File: config.mk
export PLATFORM = sky130hd
export DESIGN_NAME = clk_gen_multi
export DESIGN_NICKNAME = d
export VERILOG_FILES = /design/src/rtl/clk_gen_pkg.sv /design/src/rtl/clk_gen_ch.sv /design/src/rtl/clk_gen_multi.sv
export SDC_FILE = /design/constraint.sdc
export NUM_CORES = 1
export LEC_CHECK = 0
export ABC_AREA = 1
export CAP_MARGIN = 20
export CORE_MARGIN = 4
export CORE_UTILIZATION = 40
export CTS_CLUSTER_DIAMETER = 60
export DETAILED_ROUTE_END_ITERATION = 6
export PLACE_DENSITY = 0.68
export SLEW_MARGIN = 20
export SYNTH_ARGS = -nofsm -noshare
export SYNTH_HDL_FRONTEND = slang
export SYNTH_SLANG_ARGS = --single-unit
File: constraint.sdc
create_clock -name clk_in -period 10.2 [get_ports clk_in]
set_clock_uncertainty 0.1 [all_clocks]
set_input_delay 1.53 -clock clk_in [delete_from_list [all_inputs] [get_ports clk_in]]
set_output_delay 1.53 -clock clk_in [all_outputs]
set_load 0.02 [all_outputs]
File: src/rtl/clk_gen_pkg.sv
// Shared constants and types for the clk_gen_multi clock-divider block.
// Optional feature macro used by this block: CLK_GEN_ALIGN_EN.
package clk_gen_pkg;

    localparam int unsigned CntWDefault = 32;
    localparam int unsigned DivDefault  = 50000;

    typedef logic [CntWDefault-1:0] div_t;

endpackage

File: src/rtl/clk_gen_ch.sv
// One divider channel: half-period counter, divisor register, square-wave output and tick.
// Align input is always present here; the top ties it low unless CLK_GEN_ALIGN_EN is defined.
module clk_gen_ch
    import clk_gen_pkg::*;
#(
    parameter int unsigned CNT_W       = CntWDefault,
    parameter int unsigned DIV_DEFAULT = DivDefault
) (
    input  logic             clk_in,
    input  logic             reset,
    input  logic             en_i,
    input  logic             align_i,
    input  logic             load_i,
    input  logic [CNT_W-1:0] load_div_i,
    output logic             wrap_o,
    output logic             clk_out_o,
    output logic             tick_o
);

    logic [CNT_W-1:0] count_q, count_d;
    logic [CNT_W-1:0] div_q, div_d;
    logic             clk_q, clk_d;
    logic             tick_q, tick_d;

    assign wrap_o    = (count_q == div_q - CNT_W'(1));
    assign clk_out_o = clk_q;
    assign tick_o    = tick_q;

    always_comb begin
        count_d = count_q + CNT_W'(1);
        clk_d   = clk_q;
        tick_d  = 1'b0;
        div_d   = load_i ? load_div_i : div_q;
        // Disable and align both park the channel high at count 0; the div load still lands.
        if (!en_i || align_i) begin
            count_d = '0;
            clk_d   = 1'b1;
        end else if (wrap_o) begin
            count_d = '0;
            clk_d   = ~clk_q;
            tick_d  = ~clk_q;
        end
    end

    always_ff @(posedge clk_in or posedge reset) begin
        if (reset) begin
            count_q <= '0;
            div_q   <= CNT_W'(DIV_DEFAULT);
            clk_q   <= 1'b1;
            tick_q  <= 1'b0;
        end else begin
            count_q <= count_d;
            div_q   <= div_d;
            clk_q   <= clk_d;
            tick_q  <= tick_d;
        end
    end

endmodule

File: src/rtl/clk_gen_multi.sv
// Multi-channel clock divider with a single-slot divisor update port applied at period boundaries.
// Define CLK_GEN_ALIGN_EN to add the align_i input that phase-aligns all channels.
module clk_gen_multi
    import clk_gen_pkg::*;
#(
    parameter int unsigned NUM_CH      = 4,
    parameter int unsigned CNT_W       = CntWDefault,
    parameter int unsigned DIV_DEFAULT = DivDefault,
    localparam int unsigned ChW        = (NUM_CH > 1) ? $clog2(NUM_CH) : 1
) (
    input  logic              clk_in,
    input  logic              reset,
    input  logic [NUM_CH-1:0] ch_en_i,
    input  logic              cfg_valid_i,
    output logic              cfg_ready_o,
    input  logic [ChW-1:0]    cfg_ch_i,
    input  logic [CNT_W-1:0]  cfg_div_i,
`ifdef CLK_GEN_ALIGN_EN
    input  logic              align_i,
`endif
    output logic [NUM_CH-1:0] clk_out_o,
    output logic [NUM_CH-1:0] tick_o
);

    logic             pend_q, pend_d;
    logic [ChW-1:0]   pch_q, pch_d;
    logic [CNT_W-1:0] pdiv_q, pdiv_d;
    logic             align_w;
    logic [NUM_CH-1:0] wrap;
    logic [NUM_CH-1:0] load;

`ifdef CLK_GEN_ALIGN_EN
    assign align_w = align_i;
`else
    assign align_w = 1'b0;
`endif

    assign cfg_ready_o = ~pend_q;

    always_comb begin
        load = '0;
        for (int i = 0; i < NUM_CH; i++) begin
            load[i] = pend_q && (pch_q == ChW'(i)) && (wrap[i] || !ch_en_i[i] || align_w);
        end
    end

    // Accept and apply are mutually exclusive: accept needs an empty slot, apply a full one.
    always_comb begin
        pend_d = pend_q;
        pch_d  = pch_q;
        pdiv_d = pdiv_q;
        if (|load) begin
            pend_d = 1'b0;
        end else if (cfg_valid_i && !pend_q && (32'(cfg_ch_i) < NUM_CH)) begin
            pend_d = 1'b1;
            pch_d  = cfg_ch_i;
            pdiv_d = (cfg_div_i == '0) ? CNT_W'(1) : cfg_div_i;
        end
    end

    always_ff @(posedge clk_in or posedge reset) begin
        if (reset) begin
            pend_q <= 1'b0;
            pch_q  <= '0;
            pdiv_q <= '0;
        end else begin
            pend_q <= pend_d;
            pch_q  <= pch_d;
            pdiv_q <= pdiv_d;
        end
    end

    for (genvar g = 0; g < NUM_CH; g++) begin : g_ch
        clk_gen_ch #(
            .CNT_W       (CNT_W),
            .DIV_DEFAULT (DIV_DEFAULT)
        ) u_ch (
            .clk_in     (clk_in),
            .reset      (reset),
            .en_i       (ch_en_i[g]),
            .align_i    (align_w),
            .load_i     (load[g]),
            .load_div_i (pdiv_q),
            .wrap_o     (wrap[g]),
            .clk_out_o  (clk_out_o[g]),
            .tick_o     (tick_o[g])
        );
    end

endmodule

## Word level (Yosys, flattened, before mapping)

Index checks and enable logic that the tools add are counted.

- Word-level logic and storage cells: 94
- Input bits: 41
- Bits in registers: 299
- Output and inout port bits: 9

- Bitwise operators: 6
- $add $sub $neg: 8
- Muxes and demuxes: 27
- Reductions and logical operators: 23
- Equal/unequal tests: 11

Operators by type and width:

| kind | count |
|---|---|
| 32-bit two-way mux | 9 |
| 32-bit by 1-bit adder with 32-bit output, second input constant | 4 |
| 32-bit == test | 4 |
| 32-bit by 1-bit subtractor with 32-bit output, second input constant | 4 |
| 32-bit logical NOT | 1 |
| 1-bit two-way mux | 18 |
| 1-bit logical AND | 9 |
| 2-bit by 1-bit inequality test with 1-bit output, second input constant | 4 |
| 1-bit inverter | 6 |
| 1-bit logical NOT | 5 |
| 2-bit == test, second input constant | 2 |
| 1-bit logical OR | 4 |
| 4-bit OR reduction | 1 |
| 2-bit by 1-bit == test with 1-bit output, second input constant | 1 |
| 2-bit logical NOT | 1 |
| 2-bit AND reduction | 1 |
| 2-bit nonzero test | 1 |

## Longest topological paths before layout

- Depth in word-level cells: 7
- Mapped depth: 19
- Depth with buffers taken out: 17

## Cells and area by module

From an unflattened synthesis, not the netlist that was laid out.

- Cells, all modules: 2549
- Area, all modules: 19108.3 um2

Modules (own cells, without submodules):

| module | area an instance (um2) | times used | sequential area each (um2) | cells an instance |
|---|---|---|---|---|
| clk_gen_ch (g_ch[0].u_ch ...) | 4371.7 | 3 | 1660.3 | 587 |
| clk_gen_ch (g_ch[3].u_ch) | 4441.8 | 1 | 1660.3 | 593 |
| clk_gen_multi | 1551.5 | 1 | 875.8 | 195 |

## Worst setup path after synthesis

OpenSTA, ideal clock, no wires.

- Path type: in2reg
- Start point: in cfg_valid_i
- End point: reg pdiv_q[0]
- Library setup time: 0.133 ns
- Data required time: 9.967 ns
- Cell stages on the path: 4
- Arrival: 2.281 ns
- Path slack: 7.686 ns
- Path buffers: 2
- Path through: nand2_1 clkbuf_1 clkbuf_1 a21oi_1

- Word-level cells in the longest chain between the ends: 2

RTL lines:

| item | RTL line | RTL |
|---|---|---|
| start: declaration | clk_gen_multi.sv:14 | `input logic cfg_valid_i,` |
| 1-bit logical AND | clk_gen_multi.sv:54 | `end else if (cfg_valid_i && !pend_q && (32'(cfg_ch_i) < NUM_CH)) begin` |
| 2-bit AND reduction (no line) | n/a |  |
| end signal: assignment | clk_gen_multi.sv:69 | `pdiv_q <= pdiv_d;` |
| end: declaration | clk_gen_multi.sv:27 | `logic [CNT_W-1:0] pdiv_q, pdiv_d;` |

Every way passes these cells.
A chain may end at the register's enable or synchronous reset.

## Worst setup path after layout

- Start point: reg g_ch[1].u_ch.div_q[0]
- End point: reg g_ch[1].u_ch.div_q[7]

- Word-level cells in the longest chain between the ends: 4

RTL lines:

| item | RTL line | RTL |
|---|---|---|
| start: declaration | clk_gen_ch.sv:21 | `logic [CNT_W-1:0] div_q, div_d;` |
| start signal: assignment | clk_gen_ch.sv:48 | `div_q <= CNT_W'(DIV_DEFAULT);` |
| start signal: assignment | clk_gen_ch.sv:53 | `div_q <= div_d;` |
| 32-bit by 1-bit subtractor with 32-bit output | clk_gen_ch.sv:25 | `assign wrap_o = (count_q == div_q - CNT_W'(1));` |
| 32-bit == test | clk_gen_ch.sv:25 |  |
| 1-bit logical OR | clk_gen_multi.sv:43 | `load[i] = pend_q && (pch_q == ChW'(i)) && (wrap[i] \|\| !ch_en_i[i] \|\| align_w);` |
| 1-bit logical AND | clk_gen_multi.sv:43 |  |

Every way passes these cells.

==> insert_results.sql <==
INSERT INTO impl_metrics (metric_group, metric, value, unit) VALUES
('place', 'globalplace.congestion', '0.988', ''),
('place', 'place.port_buffers', '49', ''),
('finish', 'layout_common_cells', '629 x nand2_1, 475 x nor2_1, 271 x dfrtp_1', ''),
('clock_tree', 'clock_tree.root_cell', 'clkbuf_16', ''),
('setup_path', 'cp_cell_sequence', 'inv_1 > ha_1 > nand3_2 > nor2_4 > xor2_1 > nand2_1 > nor2_1 > nand2_1 > nor2_1 > nand3_1 > nand2_2 > nand2_4 > nand2_1 > o21ai_2', ''),
('detailed_routing', 'drt_drc_violations_left', '0', ''),
('synthesis', 'synthArstFlopShare', '100', '%'),
('worst_hold_path', 'holdCritPathClass', 'register to register', ''),
('timing', 'unrepaired_setup_endpoints_after_global_routing', 'no', ''),
('outcome', 'outcome', 'completed', ''),
('clock_tree', 'cts-buffers-inserted', '35', ''),
('synthesis', 'syn_std_cell_area', '18900', 'um^2'),
('finish', 'antenna-diode-count', '0', ''),
('clock_tree', 'clock_insertion_delay_worst_skew', '540', 'ps'),
('setup_path', 'arrival', '3950', 'ps'),
('setup_path', 'critical_path_required', '10500', 'ps'),
('power_and_ir_drop', 'vdd_ir_drop_max', '0.127', 'mV'),
('floorplanning', 'core_area', '46700', 'um^2'),
('timing', 'slew_violations', '0', ''),
('floorplanning', 'floorplan.initialDensity', '40.6', '%'),
('finish', 'area_delta_synth_final', '10.7', '%'),
('synthesis', 'synth-edff-count', '0', ''),
('clock_tree', 'post-cts-setup-buffers', '0', ''),
('timing', 'final-setup-viol-count', '0', ''),
('global_route', 'grt_start_max_net_pins', '172', ''),
('clock_tree', 'clock_tree.buffer_depth', '3', ''),
('detailed_routing', 'initialDrtViolationCount', '1227', ''),
('synthesis', 'mappedNetlistNets', '2641', ''),
('global_route', 'grt-ovfl-total', '0', ''),
('detailed_routing', 'post_drt_via_cell_ratio', '5.08', ''),
('global_route', 'globalRouteTotalUtil', '21.1', '%'),
('floorplanning', 'num_rows', '79', ''),
('finish', 'num-nets-final', '2669', ''),
('floorplanning', 'chipWidth', '226', 'um'),
('floorplanning', 'floorplan.die.height', '226', 'um'),
('finish', 'fillers', '4720', ''),
('clock_tree', 'postCtsHoldBufs', '0', ''),
('place', 'setup_slack_after_placement', '6190', 'ps'),
('timing', 'timing.final.crit_share', '35.8', '%'),
('setup_path', 'cp-end-kind', 'register', ''),
('synthesis', 'synth-warning-count', '0', ''),
('power_and_ir_drop', 'power_per_cell_area', '260', 'nW/um^2'),
('timing', 'setup_tns_final', '0', 'ps'),
('timing', 'worstMarginPinSlew', '938', 'ps'),
('setup_path', 'crit_path_slowest_cell', 'nand2_4', ''),
('setup_path', 'cpPeakStageDelay', '550', 'ps'),
('flow_run', 'cap_violations', '0', ''),
('power_and_ir_drop', 'static-leakage-power', '9.57', 'nW'),
('timing', 'final.setup.worst_slack', '6540', 'ps'),
('clock_tree', 'cts.htree.levels', '2', ''),
('detailed_routing', 'firstDrtPassIters', '5', ''),
('detailed_routing', 'detail_route.wl_per_cell', '16.4', 'um'),
('finish', 'final-seq-area', '7520', 'um^2'),
('floorplanning', 'dieArea', '50900', 'um^2'),
('detailed_routing', 'detail_route.wirelength', '53300', 'um'),
('power_and_ir_drop', 'totalPowerFinal', '0.00546', 'W'),
('synthesis', 'synth-main-ff-cell', 'dfrtp_1', ''),
('finish', 'final_layout_size_suffix_gt1_share', '7.60', '%'),
('timing', 'timing.fmax', '274', 'MHz'),
('clock_tree', 'cts.sink_count', '299', ''),
('timing', 'hold_viol_final', '0', ''),
('setup_path', 'criticalPathCategory', 'register to register', ''),
('synthesis', 'synthesis.area_per_instance', '7.31', 'um^2'),
('finish', 'multi_input_area', '9970', 'um^2'),
('floorplanning', 'io-pin-count', '50', ''),
('timing', 'slew-limit-headroom', '37.5', '%'),
('setup_path', 'cp_common_cell', 'nand2_1', ''),
('setup_path', 'critical_path.startpoint_type', 'register', ''),
('timing', 'holdWs', '386', 'ps'),
('synthesis', 'synth.distinct_cells', '46', ''),
('synthesis', 'ys_seq_area_share', '39.7', '%');
## Yosys cell counts, types with 12 or more instances
| cell | count | area share [%] |
|---|---|---|
| nor4_1 | 17 | 0.56 |
| nand2_1 | 630 | 12 |
| clkbuf_1 | 16 | 0.32 |
| nand3b_1 | 12 | 0.48 |
| o21ai_1 | 100 | 2.6 |
| dfstp_2 | 28 | 3.9 |
| nand3_1 | 108 | 2.9 |
| inv_1 | 264 | 5.2 |
| nor3_1 | 57 | 1.5 |
| a21oi_1 | 51 | 1.3 |
| nor3b_1 | 16 | 0.63 |
| xnor2_1 | 87 | 4.0 |
| buf_6 | 24 | 1.4 |
| nor2_2 | 22 | 0.73 |
| dfrtp_1 | 271 | 36 |
| o21ai_0 | 56 | 1.5 |
| xor2_1 | 146 | 6.7 |
| nand4_1 | 58 | 1.9 |
| o21bai_1 | 12 | 0.48 |
| o21ai_2 | 26 | 1.2 |
| nand2_2 | 25 | 0.83 |
| nor2_1 | 475 | 9.4 |
## critical path, delay by kind of cell (launching register included)
kind | cells | cell delay [ps]
compound gates | 1 | 70
xor+xnor | 1 | 280
fa+ha+maj | 1 | 250
buf+inv | 1 | 140
flops | 1 | 400
simple gates | 10 | 2200
## path summary, 6_finish.rpt
| kind | end | from | slack (ps) | cells past startpoint |
|---|---|---|---|---|
| setup / recovery | g_ch[1].u_ch.div_q[7]$_DFFE_PP0P_ | g_ch[1].u_ch.div_q[0]$_DFFE_PP0P_ | 6540 | 14 |
| hold / removal | pdiv_q[17]$_DFFE_PP0P_ | pdiv_q[17]$_DFFE_PP0P_ | 390 | 2 |
| setup reg to reg | g_ch[1].u_ch.div_q[7]$_DFFE_PP0P_ | g_ch[1].u_ch.div_q[0]$_DFFE_PP0P_ | 6540 | 14 |
| hold reg to reg | pdiv_q[17]$_DFFE_PP0P_ | pdiv_q[17]$_DFFE_PP0P_ | 390 | 2 |
| max in group asynchronous | g_ch[2].u_ch.count_q[0]$_DFF_PP0_ | reset | 7050 | 3 |
| min in group asynchronous | pdiv_q[29]$_DFFE_PP0P_ | reset | 1500 | 2 |
## metal layers
layer	track usage [%]	share of wire, %
met4	4.56	2.0
met3	3.47	6.1
met2	34.8	47
met1	29.5	45
met5	0	0
## registers in the layout, indices dropped and copies added, names as in the netlist
signal               cells
g_ch.u_ch.clk_out_o      4
g_ch.u_ch.count_q      128
g_ch.u_ch.div_q        128
g_ch.u_ch.tick_o         4
pch_q                    2
pdiv_q                  32
pend_q                   1
## through the flow
stage          std cells  util [%]  area [um^2]
2_1_floorplan       2592         -        18900
6_report            3252      45.0        21000
3_5_place_dp        3190      42.4        19800
5_1_grt             3252      45.0        21000
3_3_place_gp        3190      42.4        19800
4_1_cts             3252      44.9        21000
## area by class of cell
cell class | count | area share (%)
sequential | 299 | 35.8
timing repair buffer | 53 | 2.54
clock buffer | 51 | 5.04
multi-input combinational | 1960 | 47.5
inverter | 271 | 4.88
clock inverter | 11 | 0.566
tap | 607 | 3.62
## cell families after synthesis
kind of cell / synth area share (%)
and+or+nand+nor: 33.3
buffers and inverters: 7.80
AOI/OAI and AO/OA: 7.65
xor gates and xnor gates: 11.0
adders and majority gates: 0.528
muxes: 0.0594
DFF: 39.7
## power by group
| group | internal, W | total, W | leakage (nW) | switching (W) |
|---|---|---|---|---|
| Combinational | 0.000764 | 0.00225 | 5.16 | 0.00149 |
| Clock | 0.000773 | 0.00128 | 0.587 | 0.000508 |
| Sequential | 0.00154 | 0.00193 | 3.82 | 0.000391 |
No activity file was read; power rests on OpenSTA's default activity.
